--- src/rtl/display_scan_ctrl.sv ---
// Four-digit multiplexed BCD display scanner with dead-time between digits.
// Optional LEADING_ZERO_BLANK_EN macro blanks leading zero digits (digit 0 always shown).
module display_scan_ctrl #(
  parameter int unsigned SCAN_DIV  = 50000,
  parameter int unsigned GUARD_CYC = 8
) (
  input  logic        CLOCK_50,
  input  logic        reset_n,
  input  logic        enable,
  input  logic        load,
  input  logic [15:0] bcd_in,
  output logic        load_ack,
  output logic [3:0]  caso,
  output logic [3:0]  digit_an,
  output logic        busy
);

  localparam int unsigned CW = ($clog2(SCAN_DIV) > 8) ? $clog2(SCAN_DIV) : 8;
  localparam logic [CW-1:0] SHOW_LAST  = CW'(SCAN_DIV - 1);
  localparam logic [CW-1:0] GUARD_LAST = CW'(GUARD_CYC - 1);

  localparam logic [1:0] S_OFF   = 2'd0;
  localparam logic [1:0] S_SHOW  = 2'd1;
  localparam logic [1:0] S_GUARD = 2'd2;

  logic [1:0]    r_state;
  logic [1:0]    r_idx;
  logic [CW-1:0] r_cnt;
  logic [15:0]   r_disp;
  logic          r_loaded;
  logic [3:0]    r_caso;
  logic [3:0]    r_an;
  logic          r_ack;
  logic          r_busy;

  logic [1:0]    w_state_nx;
  logic [1:0]    w_idx_nx;
  logic [CW-1:0] w_cnt_nx;
  logic [15:0]   w_disp_nx;
  logic          w_enter_show;
  logic [3:0]    w_digit;

  // A load on the same edge as SHOW entry is used immediately by that visit.
  assign w_disp_nx    = load ? bcd_in : r_disp;
  assign w_enter_show = (w_state_nx == S_SHOW) && (r_state != S_SHOW);
  assign w_digit      = w_disp_nx[{w_idx_nx, 2'b00} +: 4];

  always_comb begin
    w_state_nx = r_state;
    w_idx_nx   = r_idx;
    w_cnt_nx   = r_cnt + 1'b1;
    case (r_state)
      S_OFF: begin
        w_cnt_nx = '0;
        w_idx_nx = '0;
        if (enable && (load || r_loaded)) begin
          w_state_nx = S_SHOW;
        end
      end
      S_SHOW: begin
        if (!enable) begin
          w_state_nx = S_OFF;
          w_cnt_nx   = '0;
          w_idx_nx   = '0;
        end else if (r_cnt == SHOW_LAST) begin
          w_state_nx = S_GUARD;
          w_cnt_nx   = '0;
        end
      end
      S_GUARD: begin
        if (!enable) begin
          w_state_nx = S_OFF;
          w_cnt_nx   = '0;
          w_idx_nx   = '0;
        end else if (r_cnt == GUARD_LAST) begin
          w_state_nx = S_SHOW;
          w_cnt_nx   = '0;
          w_idx_nx   = r_idx + 2'd1;
        end
      end
      default: begin
        w_state_nx = S_OFF;
        w_cnt_nx   = '0;
        w_idx_nx   = '0;
      end
    endcase
  end

`ifdef LEADING_ZERO_BLANK_EN
  logic w_blank;

  always_comb begin
    w_blank = 1'b0;
    if (w_idx_nx != 2'd0) begin
      w_blank = 1'b1;
      for (int unsigned k = 1; k < 4; k++) begin
        if ((k >= 32'(w_idx_nx)) && (w_disp_nx[k*4 +: 4] != 4'd0)) begin
          w_blank = 1'b0;
        end
      end
    end
  end
`endif

  always_ff @(posedge CLOCK_50) begin
    if (!reset_n) begin
      r_state  <= S_OFF;
      r_idx    <= '0;
      r_cnt    <= '0;
      r_disp   <= 16'hFFFF;
      r_loaded <= 1'b0;
      r_caso   <= 4'b1111;
      r_an     <= 4'b1111;
      r_ack    <= 1'b0;
      r_busy   <= 1'b0;
    end else begin
      r_state <= w_state_nx;
      r_idx   <= w_idx_nx;
      r_cnt   <= w_cnt_nx;
      r_ack   <= load;
      r_busy  <= (w_state_nx != S_OFF);
      if (load) begin
        r_disp   <= bcd_in;
        r_loaded <= 1'b1;
      end
      // Digit code is latched only on SHOW entry so a load never changes a lit digit.
      if (w_state_nx != S_SHOW) begin
        r_caso <= 4'b1111;
        r_an   <= 4'b1111;
      end else if (w_enter_show) begin
`ifdef LEADING_ZERO_BLANK_EN
        if (w_blank) begin
          r_caso <= 4'b1111;
          r_an   <= 4'b1111;
        end else begin
          r_caso <= w_digit;
          r_an   <= ~(4'b0001 << w_idx_nx);
        end
`else
        r_caso <= w_digit;
        r_an   <= ~(4'b0001 << w_idx_nx);
`endif
      end
    end
  end

  assign load_ack = r_ack;
  assign caso     = r_caso;
  assign digit_an = r_an;
  assign busy     = r_busy;

endmodule

--- config.mk ---
export PLATFORM = sky130hd
export DESIGN_NAME = display_scan_ctrl
export DESIGN_NICKNAME = d
export VERILOG_FILES = /design/src/rtl/display_scan_ctrl.sv
export SDC_FILE = /design/constraint.sdc
export NUM_CORES = 1
export LEC_CHECK = 0
export CORE_ASPECT_RATIO = 1.2
export CORE_MARGIN = 2
export CORE_UTILIZATION = 48
export CTS_CLUSTER_SIZE = 24
export DETAILED_ROUTE_END_ITERATION = 12
export PLACE_DENSITY = 0.74
export SLEW_MARGIN = 0
export SYNTH_ARGS = -nofsm -noshare
export SYNTH_HDL_FRONTEND = slang
export SYNTH_SLANG_ARGS = --single-unit
--- constraint.sdc ---
create_clock -name CLOCK_50 -period 2.5 [get_ports CLOCK_50]
set_input_delay 0.5 -clock CLOCK_50 [delete_from_list [all_inputs] [get_ports CLOCK_50]]
set_output_delay 0.5 -clock CLOCK_50 [all_outputs]
set_load 0.01 [all_outputs]
==> impl_metrics.py <==
metrics = {
    "sta": {
        "setup-tns-final_ps": 0,
        "finalSetupViolCount": 0,
        "finalCritPeriodShare": 0.9383,
        "maxSlewHeadroom": 0.5481,
        "slew_viol_final": 0,
        "fin_worst_skew_ps": 5.571,
        "finalHoldViolations": 0,
        "rsz0062_at_grt": "false",
        "fmax_mhz": 426.3,
        "tightest_slew_ps": 675.8,
        "min_period_ps": 2346,
    },
    "synthesis": {
        "synth_xor_area_frac": 0.05681,
        "synthTopCellsByArea": "dfxtp_1 (44%), mux2i_1 (8.3%), nand2_1 (5.0%)",
        "synth_flop_cell": "dfxtp_1",
        "synth_top_family_by_area": "simple AND/OR/NAND/NOR gates",
        "synth_cells": 236,
        "ys_seq_area_frac": 0.4359,
        "synth_edf_count": 0,
        "synthDistinctLibCells": 38,
        "synth_area_per_cell_um2": 9.145,
        "ys_async_sr_fraction": 0,
        "yosys.area_share.simple": 0.2209,
        "synthAdderAreaFrac": 0.02899,
        "muxShareOfSynthArea": 0.08870,
        "syn_area_um2": 2158,
        "yosys_warnings": 0,
        "ys_ff_latch": 47,
        "mappedNetlistNets": 261,
        "synth_top_area_share": 0.4359,
        "synth-compound-area-share": 0.1281,
        "yosys.area.top_type": "dfxtp_1",
    },
    "drt": {
        "via_per_inst": 5.334,
        "drt-total-wl_um": 4255,
        "wl_per_cell_um": 13.17,
        "drc": 0,
        "postRouteAntennaNets": 0,
        "first_pass_iters": 4,
        "drt-initial-drc-count": 55,
        "vias": 1723,
    },
    "floorplanning": {
        "start_util": 0.5026,
        "die_h_um": 77.46,
        "ios": 30,
        "core-area_um2": 4294,
        "die_x_um": 65.22,
        "dieArea_um2": 5051,
        "fp-row-count": 26,
    },
    "grt": {
        "gr-total-overflow": 0,
        "antenna_found_initial": 0,
        "grt_pass1_wl_um": 7258,
        "grt_pass1_vias": 1621,
        "grtUsageTotal": 0.1821,
        "grt_max_degree": 21,
    },
    "cts": {
        "cts_hold_buf": 0,
        "cts_tree": "yes",
        "clk_pin_slew_ps": 90,
        "root_buffer": "clkbuf_8",
        "cts_num_sinks": 47,
        "insertion_delay_ps": 300,
        "clockBufferDepth": 2,
        "cts-buffers-inserted": 5,
        "cts-htree-levels": 2,
    },
    "setup_path": {
        "critPathLaunch": "r_cnt[0]",
        "crit_arrival_ps": 2540,
        "r2r-start": "r_cnt[0]",
        "path_class": "reg -> reg",
        "r2r_setup_slack_ps": 150,
        "critPathMaxFanout": 14,
        "cp.required_ps": 2690,
        "critPathCaptureType": "register",
        "worstSetupStartpointType": "register",
    },
    "cells_and_area": {
        "antennaDiodeCount": 0,
        "fin_nets": 292,
        "area_growth_pct": 21.68,
        "fin_util": 0.6116,
        "drive_above_1_share": 0.07116,
    },
    "placement": {
        "port_buffers": 29,
        "dpl.hpwl_um": 3221,
        "place.gp.congestion": 0.7312,
    },
    "power": {
        "vdd_ir_drop_max_mv": 0.3358,
        "powerDensity_nw_per_um2": 578.7,
        "leakagePower_nw": 1.003,
    },
    "worst_hold_path": {
        "hp-class": "reg -> reg",
        "min_from": "r_cnt[0]",
    },
    "status": {
        "status": "complete, no violations",
    },
    "run": {
        "maxCapViolCount": 0,
    },
}
## path summary, 6_finish.rpt
check                                    to  cells past startpoint
worst min-delay path               r_cnt[0]                      1
worst max-delay path            digit_an[0]                      8
worst max register to register  digit_an[0]                      8
worst min register to register     r_cnt[0]                      1
## worst max-delay path: stages, from the launching register on
cell and delay [ps]:
dfxtp_1 350, ha_1 200, nor4bb_2 340, and4_4 310
mux2i_1 190, buf_4 190, nand2_1 110, or2_0 230
a221o_1 310
## cells in the mapped netlist, types with 2 or more instances
| cell | instances |
|---|---|
| nand2b_1 | 3 |
| xnor2_1 | 7 |
| mux2i_1 | 18 |
| o22ai_1 | 5 |
| a21boi_0 | 8 |
| nand4_1 | 6 |
| nand3_1 | 8 |
| o32ai_1 | 4 |
| and4_1 | 2 |
| nand2_1 | 29 |
| and3_1 | 9 |
| clkbuf_1 | 9 |
| dfxtp_1 | 47 |
| and2_1 | 6 |
| ha_1 | 5 |
| a221o_1 | 8 |
| xor2_1 | 7 |
| o21ai_0 | 2 |
| nor3_1 | 3 |
| nor2_1 | 24 |
| a21oi_1 | 2 |
| inv_1 | 7 |
| o2bb2ai_1 | 2 |
## kinds of logic after synthesis
group	after synthesis
flip-flops	47
buffers and inverters	20
XOR/XNOR	14
multiplexers	19
adder cells (fa/ha/maj)	5
AND/OR/NAND/NOR	96
AO/OA/AOI/OAI	35
## registers in the layout, indices dropped and copies added (netlist names)
register,cells
caso,4
r_idx,2
digit_an,4
busy,1
r_cnt,16
r_loaded,1
r_state,2
load_ack,1
r_disp,16
## stage by stage
stage / cells / power (mW) / setup WS (ps) / hold WS [ps] / area (um^2)
2_1_floorplan: 236 / 0.9092 / 110.4 / 413.2 / 2158
3_3_place_gp: 316 / 0.9951 / 109.1 / 422.8 / 2517
3_5_place_dp: 316 / 0.9975 / 57.85 / 428.8 / 2517
4_1_cts: 323 / 1.533 / 84.82 / 441.5 / 2624
5_1_grt: 323 / 1.587 / 26.73 / 463.1 / 2626
6_report: 323 / 1.520 / 154.3 / 443.3 / 2626
## timing repair
item / CTS / global route
setup endpoints to repair: 0 / 6
setup buffers: 0 / 0
resized for setup: 0 / 2
## layout make-up
type / instances / area [um^2]
Fill cell: 388 / 1668
Multi-Input combinational cell: 169 / 1132
Inverter: 7 / 26.28
Clock inverter: 2 / 37.54
Timing Repair Buffer: 37 / 350.3
Clock buffer: 5 / 68.82
Sequential cell: 47 / 940.9
Tap cell: 56 / 70.07
## layer usage
layer / wire (um) / global-route usage / vias to the layer above
li1: - / - / 886
met1: 1844 / 0.2100 / 800
met2: 2226 / 0.3265 / 30
met3: 127 / 0.04348 / 7
met4: 57 / 0.05625 / 0
met5: 0 / 0 / -
## cells in the final DEF, fill, tap and decap left out, drive strengths merged, types with 2 or more instances in the layout
cell type and instances:
o22ai 5, nand2b 3, nor2 24, o2bb2ai 2
dfxtp 47, a21boi 8, xnor2 7, a21oi 2
buf 8, and2 6, nand3 8, a221o 8
ha 5, clkdlybuf4s50 29, and3 9, inv 7
o32ai 4, xor2 7, clkbuf 5, mux2i 18
nand2 29, nor3 3, nor4 2, nand4 6
and4 2, or2 2, o21ai 2
## where the power goes
part	internal, mW	switching [mW]	leakage (nW)
combinational	0.102	0.0806	0.568
clock	0.292	0.249	0.0502
sequential	0.781	0.0139	0.385
No activity file was read; power rests on OpenSTA's default activity.
